`config.mk`:
```
export PLATFORM = sky130hd
export DESIGN_NAME = bin_to_bcd_seq
export DESIGN_NICKNAME = d
export VERILOG_FILES = /design/src/rtl/bin_to_bcd_seq_pkg.sv /design/src/rtl/bin_to_bcd_seq_digit_adj.sv /design/src/rtl/bin_to_bcd_seq.sv
export SDC_FILE = /design/constraint.sdc
export NUM_CORES = 1
export LEC_CHECK = 0
export CAP_MARGIN = 20
export CELL_PAD_IN_SITES_DETAIL_PLACEMENT = 0
export CELL_PAD_IN_SITES_GLOBAL_PLACEMENT = 1
export CORE_MARGIN = 2
export CORE_UTILIZATION = 43
export DETAILED_ROUTE_END_ITERATION = 12
export PLACE_DENSITY_LB_ADDON = 0.1
export SLEW_MARGIN = 20
export SYNTH_ARGS = -nofsm -noshare
export SYNTH_HDL_FRONTEND = slang
export SYNTH_SLANG_ARGS = --single-unit
```
`constraint.sdc`:
```
create_clock -name clk -period 3 [get_ports clk]
set_clock_uncertainty 0.15 [all_clocks]
set_input_delay 0.3 -clock clk [delete_from_list [all_inputs] [get_ports clk]]
set_output_delay 0.3 -clock clk [all_outputs]
set_load 0.1 [all_outputs]
```
`src/rtl/bin_to_bcd_seq_pkg.sv`:
```
// Shared definitions for the sequential binary-to-BCD converter:
// FSM state encoding and double-dabble digit constants.
package bin_to_bcd_seq_pkg;

  typedef enum logic [1:0] {
    IDLE  = 2'd0,
    SHIFT = 2'd1,
    DONE  = 2'd2
  } state_t;

  localparam int BCD_DIGIT_W   = 4;
  localparam int ADJ_THRESHOLD = 5;
  localparam int ADJ_ADD       = 3;

endpackage

```
`src/rtl/bin_to_bcd_seq_digit_adj.sv`:
```
// Double-dabble digit correction: a BCD digit of 5 or more gets +3 so the
// following left shift carries correctly into the next decimal digit.
module bcd_digit_adj
  import bin_to_bcd_seq_pkg::*;
(
  input  logic [BCD_DIGIT_W-1:0] digit,
  output logic [BCD_DIGIT_W-1:0] adj
);

  assign adj = (digit >= BCD_DIGIT_W'(ADJ_THRESHOLD)) ? digit + BCD_DIGIT_W'(ADJ_ADD)
                                                       : digit;

endmodule

```
`src/rtl/bin_to_bcd_seq.sv`:
```
// Sequential double-dabble converter, one shift per clock. Result, blank mask
// and overflow are held stable between conversions to keep the display steady.
module bin_to_bcd_seq
  import bin_to_bcd_seq_pkg::*;
#(
  parameter int W      = 16,
  parameter int DIGITS = 5
) (
  input  logic                          clk,
  input  logic                          reset,
  input  logic                          start,
  input  logic [W-1:0]                  bin,
  output logic                          busy,
  output logic                          done,
  output logic [BCD_DIGIT_W*DIGITS-1:0] bcd,
  output logic [DIGITS-1:0]             blank,
  output logic                          overflow
);

  localparam int BW = BCD_DIGIT_W * DIGITS;
  localparam int CW = $clog2(W + 1);

  state_t          state, state_nxt;
  logic [W-1:0]    bin_sr;
  logic [BW-1:0]   scratch;
  logic [BW-1:0]   scratch_adj;
  logic            ovf_s;
  logic [CW-1:0]   cnt;
  logic            accept;
  logic            last_shift;
  logic [DIGITS-1:0] blank_nxt;
  logic            higher_zero;

  assign accept     = (state == IDLE) && start;
  assign last_shift = (cnt == CW'(W - 1));

  for (genvar i = 0; i < DIGITS; i++) begin : g_adj
    bcd_digit_adj u_adj (
      .digit (scratch[BCD_DIGIT_W*i +: BCD_DIGIT_W]),
      .adj   (scratch_adj[BCD_DIGIT_W*i +: BCD_DIGIT_W])
    );
  end

  always_ff @(posedge clk or posedge reset) begin
    if (reset) begin
      state <= IDLE;
    end else begin
      state <= state_nxt;
    end
  end

  always_comb begin
    state_nxt = state;
    case (state)
      IDLE:    if (start) state_nxt = SHIFT;
      SHIFT:   if (last_shift) state_nxt = DONE;
      DONE:    state_nxt = IDLE;
      default: state_nxt = IDLE;
    endcase
  end

  always_comb begin
    busy = (state == SHIFT) || (state == DONE);
  end

  // Shift datapath: adjusted scratch and binary register move left as one word;
  // the bit falling off the top digit means the value exceeds DIGITS digits.
  always_ff @(posedge clk or posedge reset) begin
    if (reset) begin
      bin_sr  <= '0;
      scratch <= '0;
      ovf_s   <= 1'b0;
      cnt     <= '0;
    end else if (accept) begin
      bin_sr  <= bin;
      scratch <= '0;
      ovf_s   <= 1'b0;
      cnt     <= '0;
    end else if (state == SHIFT) begin
      scratch <= {scratch_adj[BW-2:0], bin_sr[W-1]};
      bin_sr  <= {bin_sr[W-2:0], 1'b0};
      ovf_s   <= ovf_s | scratch_adj[BW-1];
      cnt     <= cnt + CW'(1);
    end
  end

  // Digit i (i >= 1) is a leading zero when it and every digit above it are 0.
  always_comb begin
    blank_nxt   = '0;
    higher_zero = 1'b1;
    for (int i = DIGITS - 1; i >= 1; i--) begin
      higher_zero  = higher_zero && (scratch[BCD_DIGIT_W*i +: BCD_DIGIT_W] == '0);
      blank_nxt[i] = higher_zero;
    end
  end

  // Output registers: updated only on the edge that leaves DONE.
  always_ff @(posedge clk or posedge reset) begin
    if (reset) begin
      done     <= 1'b0;
      bcd      <= '0;
      blank    <= ~DIGITS'(1);
      overflow <= 1'b0;
    end else begin
      done <= (state == DONE);
      if (state == DONE) begin
        bcd      <= scratch;
        blank    <= blank_nxt;
        overflow <= ovf_s;
      end
    end
  end

endmodule
```
==> Yosys cells after proc, flatten, opt, wreduce, memory -nomap -nowiden <==
Index checks and enable logic that the tools add are counted.
{ "classes": {"addsub": 6, "n_lt_le_gt_ge": 5, "n_eq_ne": 5, "mux": 16, "bitwise": 1, "n_reduce_logical": 12} }
{ "op_table": {"columns": ["operator", "count"], "rows": [
  ["$mux W20", 2],
  ["$mux W16", 2],
  ["$add A4 B2 Y4 const B", 5],
  ["$ge A4 B3 Y1 const B", 5],
  ["$mux W4", 5],
  ["$logic_not A4 Y1", 4],
  ["$mux W5", 2],
  ["$add A5 B1 Y5 const B", 1],
  ["$eq A5 B4 Y1 const B", 1],
  ["$logic_and A1 B1 Y1", 4],
  ["$mux W2", 2],
  ["$ne A2 B2 Y1 const B", 2],
  ["$pmux W2 S2", 1],
  ["$eq A2 B1 Y1 const B", 1],
  ["$eq A2 B2 Y1 const B", 1],
  ["$logic_not A2 Y1", 1],
  ["$mux W1", 2],
  ["$reduce_and A2 Y1", 1],
  ["$reduce_bool A2 Y1", 1],
  ["$logic_or A1 B1 Y1", 1],
  ["$or A1 B1 Y1", 1]
]} }
{ "totals": {"ff_bits": 70, "in_bits": 19, "output_inout_bits": 28, "word_cells": 54} }

==> Depth between registers and ports, before layout <==
{ "depth": {"ltp_word": 5, "mapped_depth": 8} }

==> Modules after synthesis <==
From an unflattened synthesis, not the netlist that was laid out.
{ "unflattened": {"hier_cells": 321, "hier_area_um2": 3654.8} }
{ "by_module_without_submodules": {"columns": ["mod", "n_inst", "cells_per_inst", "area_each_um2"], "rows": [
  ["bin_to_bcd_seq", 1, 241, 3148.0],
  ["bcd_digit_adj", 5, 16, 101.3]
]} }

==> Worst setup path before layout <==
OpenSTA, ideal clock, no wires.
{ "synth_path": {"kind": "reg2reg", "from": "reg cnt[0]", "to": "reg state[0]", "setup_time_ps": 125, "t_arrival_ps": 1461, "slack_ps": 1264, "path_stages_with_launch": 6, "n_path_buf": 0, "synth_period_minus_slack_ps": 1736, "path_cell_list": "dfrtp_1 -> ha_1 -> and3_1 -> ha_1 -> o22ai_1 -> mux2_2"} }
{ "synth_via": {"elab_chain_cells": 3} }
{ "synth_lines": {"columns": ["item", "line_no", "rtl"], "rows": [
  ["from (decl)", "bin_to_bcd_seq.sv:28", "logic [CW-1:0] cnt;"],
  ["from (signal assigned)", "bin_to_bcd_seq.sv:83", "cnt <= cnt + CW'(1);"],
  ["$eq A5 B4 Y1", "bin_to_bcd_seq.sv:35", "assign last_shift = (cnt == CW'(W - 1));"],
  ["$ne A2 B2 Y1 (no source line)", null, null],
  ["$reduce_and A2 Y1 (no source line)", null, null],
  ["to (signal assigned)", "bin_to_bcd_seq.sv:48", "state <= state_nxt;"],
  ["to (decl)", "bin_to_bcd_seq.sv:23", "state_t state, state_nxt;"]
]} }
No other way between the ends.
A chain may end at the register's enable or synchronous reset.

==> Final worst setup path <==
{ "layout_path": {"from": "reg state[0]", "to": "reg bin_sr[5]"} }
{ "layout_via": {"elab_chain_cells": 3, "elab_cells_between_ends": 5} }
{ "layout_lines": {"columns": ["item", "line_no", "rtl"], "rows": [
  ["$logic_not A2 Y1", "bin_to_bcd_seq.sv:34", "assign accept = (state == IDLE) && start;"],
  ["$logic_and A1 B1 Y1", "bin_to_bcd_seq.sv:34", null],
  ["$mux W16 or $reduce_bool A2 Y1 (tied branches)", null, null],
  ["to (signal assigned)", "bin_to_bcd_seq.sv:75", "bin_sr <= bin;"],
  ["to (signal assigned)", "bin_to_bcd_seq.sv:81", "bin_sr <= {bin_sr[W-2:0], 1'b0};"],
  ["to (decl)", "bin_to_bcd_seq.sv:24", "logic [W-1:0] bin_sr;"]
]} }
Several ways; a longest one is shown, not always the timed one.

==> summary.md <==
| Metric | Value |
|---|---|
| Final weighted congestion of routability-driven global placement | 0.725 |
| Violation count after the first detailed-routing iteration | between 100 and 150 |
| Type of the setup path with the least slack | flip-flop to flip-flop |
| Clock-pin transition on the worst setup and hold timing paths | 0.07 ns |
| CTS Buf Count | 9 |
| Flip-flop and latch count after synthesis | 70 |
| Largest fanout on the critical path | 36 |
| DRC Markers | 0 |
| Number of antenna cells inserted | 0 |
| Count leader, synth | sky130_fd_sc_hd__dfrtp_1 |
| Count of instances resized after the clock tree is built | 0 |
| Worst flop-to-flop path startpoint | state[0] |
| Run status | completed |
| Post-synthesis cell type count | 39 |
| Initial antenna violation count | 0 |
| Count of cells along the worst register-to-register path | 6 |
| Post-layout instance count excluding filler cells | 476 |
| Worst setup path start | state[0] |
| Mapped cell area | 0.00349 mm^2 |
| Arrival time reported for the critical path endpoint | 2.13 ns |
| Area delta synth->final | 19.3% |
| Count of maximum capacitance violations | 0 |
| Ranking of synthesized cells by area | sky130_fd_sc_hd__dfrtp_1, sky130_fd_sc_hd__mux2_2, sky130_fd_sc_hd__ha_1 |
| Total die area | slightly below 0.009 mm^2 |
| Count of hold buffers inserted by post-cts repair | 0 |
| Placed insts | 460 |
| Final cell utilization of the core | between 50% and 60% |
| Final hold vios | 0 |
| Source-to-sink clock delay at the later pin of the worst-skew pair | 0.33 ns |
| Worst setup endpoint | bin_sr[5] |
| Width of the die | around 94 um |
| Slew headroom | approximately 56% |
| Total number of clock tree sinks | 70 |
| Most frequently used flop master after synthesis | sky130_fd_sc_hd__dfrtp_1 |
| Top-Level Pins | 47 |
| Synthesized instance count | approximately 330 |
| Total iterations of the first detailed-routing run | 4 |
| Average cell area after synthesis | 10.6 um^2 |
| H-tree level count | 3 |
| Final Slew Violations | 0 |
| Required time of the critical path | 3.11 ns |
| Sort of element at the end of the critical path | flip-flop |
| Final net count | 408 |
| Half-perimeter wire length after detailed placement | 4390 um |
| Vias in the first global route | between 2,000 and 2,500 |
| Routed via count | 2,489 |
| Part of the Yosys area used for sequential elements | between 50 and 60% |
| Share of flip-flops with an asynchronous set or reset after synthesis | 100% |
| Capture instance of the worst register-to-register path | bin_sr[5] |
| Crit path time final | 2.02 ns |
| Number of flops mapped to enable cells by yosys | 0 |
| Fin crit share | 67.4% |
| Buffer count from post-CTS setup fixing | 0 |
| Kind of start point of the critical path | flip-flop |
| R2R Setup Slk | 0.98 ns |
| Count of antenna-violating nets left after detailed routing | 0 |
| CTS max path bufs | 2 |
| Worst-margin pin slew | 0.660 ns |
| Die height | 94.1 um |
| Worst setup slack after placement | around 0.86 ns |
| Portion of synthesized cell area occupied by the leading cell type | 47.3% |
| Setup repair after global routing missed its margin | false |
| Fmax achieved | 494 MHz |
| Setup slack of the critical path after layout | a little under 1 ns |
| Global-route usage over all layers | 17.1% |
| Drt total wl | between 6000 and 7000 um |
| Post-synth top cells | sky130_fd_sc_hd__dfrtp_1, sky130_fd_sc_hd__nand2_1, sky130_fd_sc_hd__mux2_2, sky130_fd_sc_hd__o21ai_0 |
| Global-route wire length before repair | 11,800 um |
| Starting utilization of the core area | 44.7% |
| Leading area contributor after synthesis | sky130_fd_sc_hd__dfrtp_1 |
| Sum of negative setup slack | 0 ns |
| Port bufs | 45 |
| Clock tree from TritonCTS | yes |
| Total overflow reported by the global router | 0 |
| Count of standard-cell rows | 32 |
| Share of final-layout standard cells stronger than drive strength 1 | 21.7% |
| Yosys synthesis warning count | 0 |
| Core outline area | ~0.0078 mm^2 |
| Cell chosen for the clock root | sky130_fd_sc_hd__clkbuf_8 |
| Number of setup violations in the final report | 0 |
| Synthesized net count | approximately 370 |
| Largest net degree at the start of global routing | 71 |
| Routed len/inst | 14.4 um |
| Routed vias/inst | between 5 and 6 |
| Hold WC Path Type | input pin to asynchronous set/reset pin |
worst max-delay path, cell delays in order (launching register included):
cell and delay (ns):
sky130_fd_sc_hd__dfrtp_1 0.41, sky130_fd_sc_hd__inv_1 0.12, sky130_fd_sc_hd__ha_1 0.19, sky130_fd_sc_hd__and2_2 0.59, sky130_fd_sc_hd__buf_4 0.34, sky130_fd_sc_hd__nand2_1 0.08
sky130_fd_sc_hd__o21ai_1 0.07
routing by layer:
metal | track usage [%] | part of all wire, % | up-vias
li1 | - | - | 1216
met1 | 22.7 | 48 | 1219
met2 | 27.5 | 47 | 48
met3 | 3.53 | 3.9 | 6
met4 | 6.52 | 1.0 | 0
met5 | 0 | 0 | -
metrics by stage:
| step | hold slack [ns] | cell area, um^2 |
|---|---|---|
| floorplan | 0.255 | 3490 |
| global placement | 0.305 | 3950 |
| detailed placement | 0.300 | 3950 |
| CTS | 0.216 | 4170 |
| global route | 0.261 | 4170 |
| finish | 0.187 | 4170 |
layout make-up:
| class | instances | area [um^2] |
|---|---|---|
| sequential | 70 | 1760 |
| fill | 708 | 3640 |
| inverter | 21 | 78.8 |
| clock buffer | 12 | 145 |
| multi-input combinational | 218 | 1560 |
| timing repair buffer | 49 | 425 |
| tap | 102 | 128 |
| clock inverter | 4 | 70.1 |
state kept, by name (all words and copies together), names as in the netlist:
register	cells
done	1
bin_sr	16
scratch	20
overflow	1
cnt	5
blank	4
bcd	20
state	2
ovf_s	1
kinds of logic after synthesis:
logic type / synth area share, %
other: 0.107
flip-flops: 50.3
AND/OR/NAND/NOR: 12.4
XOR/XNOR: 1.00
multiplexers: 12.3
buffers and inverters: 5.05
AO/OA/AOI/OAI: 11.7
adder cells (fa/ha/maj): 7.17
placed cells by master (no fill, tap or decap), drive strengths merged:
cell type / n
dfstp: 4
nor2b: 1
o221ai: 4
or3: 3
o2bb2ai: 1
nor2: 13
nor3: 6
a31oi: 1
nand4bb: 1
inv: 21
and2: 2
ha: 20
conb: 1
clkinv: 2
mux2: 23
o21ai: 35
dfrtp: 66
a2111oi: 1
nand2b: 5
nand2: 33
a21oi: 19
a211oi: 5
clkdlybuf4s50: 18
xnor2: 2
nor4b: 1
nand3: 9
nor3b: 3
mux2i: 17
bufinv: 2
and3: 2
o22ai: 1
a21o: 2
nand4: 4
clkbuf: 12
buf: 31
o31ai: 1
xor2: 2
worst min path at each step:
stage / endpoint / slack [ns] / cells past startpoint
floorplan: bin_sr[0] / 0.26 / 2
global placement: blank[2] / 0.31 / 2
detailed placement: blank[2] / 0.30 / 2
CTS: bcd[7] / 0.22 / 3
global route: bin_sr[12] / 0.26 / 3
finish: state[0] / 0.19 / 3
Power is not shown: default switching activity piles up to over one toggle a cycle in this logic, so the estimate is an artifact.
